$ cat src/rtl/isqrt_seq_if.sv
// Handshake bundle for isqrt_seq: operand channel (in_*, x) and result channel (out_*, root, rem).
interface isqrt_seq_if #(
    parameter int unsigned BITWIDTH = 32
);
    logic                    in_valid;
    logic                    in_ready;
    logic [2*BITWIDTH-1:0]   x;
    logic                    out_valid;
    logic                    out_ready;
    logic [BITWIDTH-1:0]     root;
    logic [BITWIDTH:0]       rem;

    modport master (
        output in_valid,
        output x,
        output out_ready,
        input  in_ready,
        input  out_valid,
        input  root,
        input  rem
    );

    modport slave (
        input  in_valid,
        input  x,
        input  out_ready,
        output in_ready,
        output out_valid,
        output root,
        output rem
    );
endinterface

$ cat src/rtl/isqrt_seq.sv
// Sequential restoring integer square root, one root bit per cycle.
// Optional ISQRT_EARLY_EXIT_EN skips leading all-zero bit-pairs of the operand.
module isqrt_seq #(
    parameter int unsigned BITWIDTH = 32
) (
    input  logic       sys_clk,
    input  logic       sys_rst,
    isqrt_seq_if.slave bus_io
);

    localparam int unsigned XW = 2 * BITWIDTH;
    localparam int unsigned AW = BITWIDTH + 2;
    localparam int unsigned IW = $clog2(BITWIDTH);

    typedef enum logic [1:0] {
        StIdle,
        StCalc,
        StDone
    } state_e;

    state_e                state_q, state_d;
    logic [XW-1:0]         x_q, x_d;
    logic [AW-1:0]         acc_q, acc_d;
    logic [BITWIDTH-1:0]   q_q, q_d;
    logic [IW-1:0]         iter_q, iter_d;
    logic                  in_ready_q, in_ready_d;
    logic                  out_valid_q, out_valid_d;
    logic [BITWIDTH-1:0]   root_q, root_d;
    logic [BITWIDTH:0]     rem_q, rem_d;

    logic [IW-1:0]         start_iter;
    logic [AW-1:0]         acc_sh;
    logic [AW-1:0]         trial;
    logic                  ge;
    logic [AW-1:0]         acc_nx;
    logic [BITWIDTH-1:0]   q_nx;

`ifdef ISQRT_EARLY_EXIT_EN
    int unsigned lz;
    logic        found;

    // Leading zero pairs leave acc and q at zero, so they can be skipped outright.
    // x==0 saturates to a single iteration over the lowest pair.
    always_comb begin
        lz    = 0;
        found = 1'b0;
        for (int i = BITWIDTH - 1; i >= 0; i--) begin
            if (!found && bus_io.x[2*i +: 2] == 2'b00) begin
                lz = lz + 1;
            end else begin
                found = 1'b1;
            end
        end
        if (lz >= BITWIDTH) begin
            lz = BITWIDTH - 1;
        end
        start_iter = IW'(BITWIDTH - 1 - lz);
    end
`else
    assign start_iter = IW'(BITWIDTH - 1);
`endif

    // One restoring step on the pair selected by iter_q.
    always_comb begin
        acc_sh = AW'({acc_q, x_q[{iter_q, 1'b0} +: 2]});
        trial  = {q_q, 2'b01};
        ge     = (acc_sh >= trial);
        acc_nx = ge ? (acc_sh - trial) : acc_sh;
        q_nx   = {q_q[BITWIDTH-2:0], ge};
    end

    always_comb begin
        state_d     = state_q;
        x_d         = x_q;
        acc_d       = acc_q;
        q_d         = q_q;
        iter_d      = iter_q;
        in_ready_d  = in_ready_q;
        out_valid_d = out_valid_q;
        root_d      = root_q;
        rem_d       = rem_q;

        unique case (state_q)
            StIdle: begin
                if (bus_io.in_valid && in_ready_q) begin
                    x_d        = bus_io.x;
                    acc_d      = '0;
                    q_d        = '0;
                    iter_d     = start_iter;
                    in_ready_d = 1'b0;
                    state_d    = StCalc;
                end
            end
            StCalc: begin
                acc_d = acc_nx;
                q_d   = q_nx;
                if (iter_q == '0) begin
                    root_d      = q_nx;
                    rem_d       = acc_nx[BITWIDTH:0];
                    out_valid_d = 1'b1;
                    state_d     = StDone;
                end else begin
                    iter_d = iter_q - 1'b1;
                end
            end
            StDone: begin
                if (bus_io.out_ready) begin
                    out_valid_d = 1'b0;
                    in_ready_d  = 1'b1;
                    state_d     = StIdle;
                end
            end
            default: begin
                state_d = StIdle;
            end
        endcase
    end

    always_ff @(posedge sys_clk) begin
        if (sys_rst) begin
            state_q     <= StIdle;
            x_q         <= '0;
            acc_q       <= '0;
            q_q         <= '0;
            iter_q      <= '0;
            in_ready_q  <= 1'b1;
            out_valid_q <= 1'b0;
            root_q      <= '0;
            rem_q       <= '0;
        end else begin
            state_q     <= state_d;
            x_q         <= x_d;
            acc_q       <= acc_d;
            q_q         <= q_d;
            iter_q      <= iter_d;
            in_ready_q  <= in_ready_d;
            out_valid_q <= out_valid_d;
            root_q      <= root_d;
            rem_q       <= rem_d;
        end
    end

    assign bus_io.in_ready  = in_ready_q;
    assign bus_io.out_valid = out_valid_q;
    assign bus_io.root      = root_q;
    assign bus_io.rem       = rem_q;

endmodule
$ cat src/flat_wrapper.sv
// flat-port wrapper written by rule: the top's interface ports become plain ports
module isqrt_seq_flat 
#(
    parameter int unsigned BITWIDTH = 32
)
  (sys_clk, sys_rst, bus_io_in_valid, bus_io_x, bus_io_out_ready, bus_io_in_ready, bus_io_out_valid, bus_io_root, bus_io_rem);
  isqrt_seq_if #(.BITWIDTH(BITWIDTH)) bus_io_i ();
  input  logic sys_clk;
  input  logic sys_rst;
  input wire logic [$bits(bus_io_i.in_valid)-1:0] bus_io_in_valid;
  input wire logic [$bits(bus_io_i.x)-1:0] bus_io_x;
  input wire logic [$bits(bus_io_i.out_ready)-1:0] bus_io_out_ready;
  output wire logic [$bits(bus_io_i.in_ready)-1:0] bus_io_in_ready;
  output wire logic [$bits(bus_io_i.out_valid)-1:0] bus_io_out_valid;
  output wire logic [$bits(bus_io_i.root)-1:0] bus_io_root;
  output wire logic [$bits(bus_io_i.rem)-1:0] bus_io_rem;
  assign bus_io_i.in_valid = bus_io_in_valid;
  assign bus_io_i.x = bus_io_x;
  assign bus_io_i.out_ready = bus_io_out_ready;
  assign bus_io_in_ready = bus_io_i.in_ready;
  assign bus_io_out_valid = bus_io_i.out_valid;
  assign bus_io_root = bus_io_i.root;
  assign bus_io_rem = bus_io_i.rem;
  isqrt_seq #(.BITWIDTH(BITWIDTH)) u_core (.sys_clk(sys_clk), .sys_rst(sys_rst), .bus_io(bus_io_i));
endmodule
$ cat config.mk
export PLATFORM = sky130hd
export DESIGN_NAME = isqrt_seq_flat
export DESIGN_NICKNAME = d
export VERILOG_FILES = /design/src/rtl/isqrt_seq_if.sv /design/src/rtl/isqrt_seq.sv /design/src/flat_wrapper.sv
export SDC_FILE = /design/constraint.sdc
export NUM_CORES = 1
export LEC_CHECK = 0
export CAP_MARGIN = 10
export CORE_MARGIN = 2
export CORE_UTILIZATION = 55
export DETAILED_ROUTE_END_ITERATION = 8
export GPL_TIMING_DRIVEN = 0
export HOLD_SLACK_MARGIN = 0.1
export MAX_ROUTING_LAYER = met4
export PLACE_DENSITY = 0.81
export SETUP_SLACK_MARGIN = 0.1
export SYNTH_ARGS = -nofsm -noshare
export SYNTH_HDL_FRONTEND = slang
export SYNTH_SLANG_ARGS = --single-unit
export TNS_END_PERCENT = 50
$ cat constraint.sdc
create_clock -name sys_clk -period 4.8 [get_ports sys_clk]
set_clock_uncertainty 0.05 [all_clocks]
set_input_delay 1.44 -clock sys_clk [delete_from_list [all_inputs] [get_ports sys_clk]]
set_output_delay 1.44 -clock sys_clk [all_outputs]
set_load 0.01 [all_outputs]
==> impl_metrics.sql <==
INSERT INTO impl_metrics (metric_group, metric, value, unit) VALUES
('finish', 'final_cell_mix', '278 x nand2_1, 202 x dfxtp_1, 181 x a21oi_1, 133 x clkdlybuf4s50_1', ''),
('yosys', 'synthesis.nets', '1381', ''),
('clocking', 'clock_tree_sinks', '202', ''),
('clocking', 'clkLatencyLatePin', '0.51', 'ns'),
('power', 'seq_power_share', '20.8', '%'),
('drt', 'via_count', '9955', ''),
('setup_path', 'crit_path_frequent_cell', 'buf_6', ''),
('setup_path', 'crit_end_category', 'register', ''),
('drt', 'route.detailed.wl_per_inst', '18.9', 'microns'),
('clocking', 'htree_num_levels', '1', ''),
('finish', 'antennaDiodeCount', '0', ''),
('clocking', 'clockBufferDepth', '3', ''),
('power', 'power.ir.vdd_worst', '0.000501', 'V'),
('yosys', 'syn_avg_cell_area', '7.95', 'sq um'),
('power', 'share_of_power_burned_in_the_clock_network', '19.2', '%'),
('placement', 'dp_hpwl', '23500', 'microns'),
('setup_path', 'setup.worst_path.start_class', 'register', ''),
('global_routing', 'grt_start_max_net_pins', '15', ''),
('yosys', 'post_synth_xor_area_fraction', '2.16', '%'),
('drt', 'final_wirelength', '31700', 'microns'),
('setup_path', 'crit_chain', 'buf_6 > mux4_2 > a32oi_1 > and3_1 > or2_2 > ha_1 > nor2b_1 > o31a_1 > o2111ai_1 > a21oi_2 > nor3_4 > nor4b_4 > or3_1 > buf_2 > buf_6 > buf_6 > a31oi_2 > a211oi_1', ''),
('power', 'p_comb_share', '60.0', '%'),
('floorplan', 'overall_die_area', '19600', 'sq um'),
('run_status', 'outcome', 'finished, final reports clean', ''),
('drt', 'dr.first_iter.drc_count', '797', ''),
('setup_path', 'worst-setup-path-type', 'register to register', ''),
('finish', 'final_net_count', '1540', ''),
('yosys', 'synth_edf_count', '0', ''),
('yosys', 'netlist-cell-type-count', '69', ''),
('power', 'total_switching_power', '0.00433', 'W'),
('floorplan', 'design.core.area', '18000', 'sq um'),
('yosys', 'synth_mux_area_share', '5.94', '%'),
('floorplan', 'die_w', '140', 'microns'),
('setup_path', 'worstPathMaxFanout', '10', ''),
('drt', 'drc_errors', '0', ''),
('yosys', 'main_combinational_cell_family_by_area_after_synthesis', 'simple AND/OR/NAND/NOR gates', ''),
('global_routing', 'grt_overflow', '0', ''),
('timing', 'fmaxAchievable', '223', 'MHz'),
('yosys', 'synthesized_netlist_cell_count', '1277', ''),
('clocking', 'cts_hold_buffers', '0', ''),
('yosys', 'seq_area_frac_synth', '39.8', '%'),
('clocking', 'root_buffer', 'clkbuf_16', ''),
('worst_hold_path', 'min-delay-path-class', 'register to register', ''),
('clocking', 'cts_inserted_buffers', '22', ''),
('yosys', 'mappedNetlistArea', '10200', 'sq um'),
('drt', 'antenna_violating_nets_post_route', '0', ''),
('yosys', 'yosys.area_share.simple', '21.6', '%'),
('setup_path', 'worst_ep_required', '5.11', 'ns'),
('yosys', 'fraction_of_the_mapped_netlist_area_in_compound_gates', '20.6', '%'),
('floorplan', 'initial_core_util', '56.3', '%'),
('timing', 'period_needed', '4.49', 'ns'),
('timing', 'fin_hold_ws', '0.402', 'ns'),
('timing', 'postLayoutSetupSlackWorst', '0.306', 'ns'),
('placement', 'gpl.final_weighted_congestion', '0.943', ''),
('timing', 'rsz0062_at_grt', 'false', ''),
('timing', 'final.period_utilization', '93.6', '%'),
('clocking', 'cts_tree', 'yes', ''),
('placement', 'pre_cts_ws', '-0.118', 'ns'),
('global_routing', 'grt_antenna_before_repair', '0', ''),
('global_routing', 'all_layer_gr_usage', '32.5', '%'),
('yosys', 'async_flop_share', '0', '%'),
('timing', 'slew_viol_final', '0', ''),
('timing', 'relative_slew_margins', '27.1', '%'),
('finish', 'areaGrowthSynthToFinish', '24.4', '%'),
('finish', 'post-route-cell-area', '12600', 'sq um'),
('power', 'power.share.switching', '45.6', '%'),
('finish', 'layout.cells.most_common', 'nand2_1', ''),
('yosys', 'synth_seq_cells', '202', ''),
('drt', 'firstDrtPassIters', '8', ''),
('clocking', 'clk_transition_reported_paths', '0.07', 'ns'),
('finish', 'drive_above_1_share', '7.02', '%');
cells by family after synthesis:
logic type | Yosys count
compound gates | 334
xor+xnor | 25
simple gates | 500
buf+inv | 137
flops | 202
fa+ha+maj | 36
mux | 43
metrics by stage:
step           TNS [ns]  std cells
2_1_floorplan         0       1277
3_3_place_gp     -0.718       1639
3_5_place_dp      -1.06       1639
4_1_cts               0       1679
5_1_grt               0       1681
6_report              0       1681
power groups by stage:
stage                     Combinational, W  Clock [W]  Sequential [W]
after CTS                          0.00532    0.00183         0.00197
after detailed placement           0.00524          0         0.00200
final                              0.00570    0.00183         0.00198
after global placement             0.00523          0         0.00200
after floorplan                    0.00376          0         0.00197
after global routing               0.00602    0.00190         0.00199
worst paths after layout:
path / start / slack (ns) / cells after the start / to
min: u_core.bus_io.root[17] / 0.40 / 2 / u_core.bus_io.root[17]
min reg2reg: u_core.bus_io.root[17] / 0.40 / 2 / u_core.bus_io.root[17]
max reg2reg: u_core.iter_q[0] / 0.31 / 18 / u_core.bus_io.rem[25]
max: u_core.iter_q[0] / 0.31 / 18 / u_core.bus_io.rem[25]
synthesized netlist by cell type, types with 8 or more instances:
library cell | instances | area, sq um
a211oi_1 | 21 | 158
a21o_1 | 20 | 150
a21oi_1 | 182 | 911
and3_1 | 14 | 87.6
buf_1 | 8 | 30.0
buf_2 | 8 | 40.0
clkbuf_1 | 72 | 270
dfxtp_1 | 202 | 4040
ha_1 | 36 | 450
inv_1 | 44 | 165
mux2i_1 | 22 | 220
mux4_2 | 12 | 270
nand2_1 | 278 | 1040
nand3_1 | 63 | 315
nor2_1 | 71 | 267
nor3_1 | 22 | 110
o21a_1 | 13 | 97.6
o21ai_0 | 25 | 125
o21ai_1 | 9 | 45.0
xnor2_1 | 16 | 140
xor2_1 | 9 | 78.8
per-layer routing:
| metal | vias up | track usage (%) | routed length [microns] |
|---|---|---|---|
| li1 | 4754 | - | - |
| met1 | 4639 | 39.2 | 12900 |
| met2 | 451 | 53.3 | 14800 |
| met3 | 111 | 6.57 | 2580 |
| met4 | 0 | 13.2 | 1430 |
| met5 | - | - | 0 |
what timing repair did:
| action | CTS | global route |
|---|---|---|
| setup endpoints to repair | 28 | 65 |
| pin swaps | 0 | 2 |
| resized for setup | 3 | 12 |
| buffers inserted | 0 | 2 |
final cells by class:
type | count | area, sq um
Buffer | 93 | 395
Clock buffer | 30 | 652
Clock inverter | 10 | 135
Fill cell | 1519 | 5390
Inverter | 44 | 165
Multi-Input combinational cell | 938 | 5610
Sequential cell | 202 | 4040
Tap cell | 229 | 287
Timing Repair Buffer | 135 | 1350
sequential cells by signal (all words and copies together) (netlist names):
register and cells:
u_core.acc_q 32, u_core.q_q 32, u_core.iter_q 5, u_core.x_q 64, u_core.bus_io.out_valid 1, u_core.bus_io.root 32, u_core.bus_io.in_ready 1, u_core.bus_io.rem 33
u_core.state_q 2
worst max-delay path, delay by kind of cell (launching register included):
family	cells	cell delay [ns]
AOI/OAI and AO/OA	6	1.31
and+or+nand+nor	6	1.22
buffers and inverters	4	0.69
muxes	1	0.54
DFF	1	0.34
adders and majority gates	1	0.20
Power figures use the tool's default switching activity.
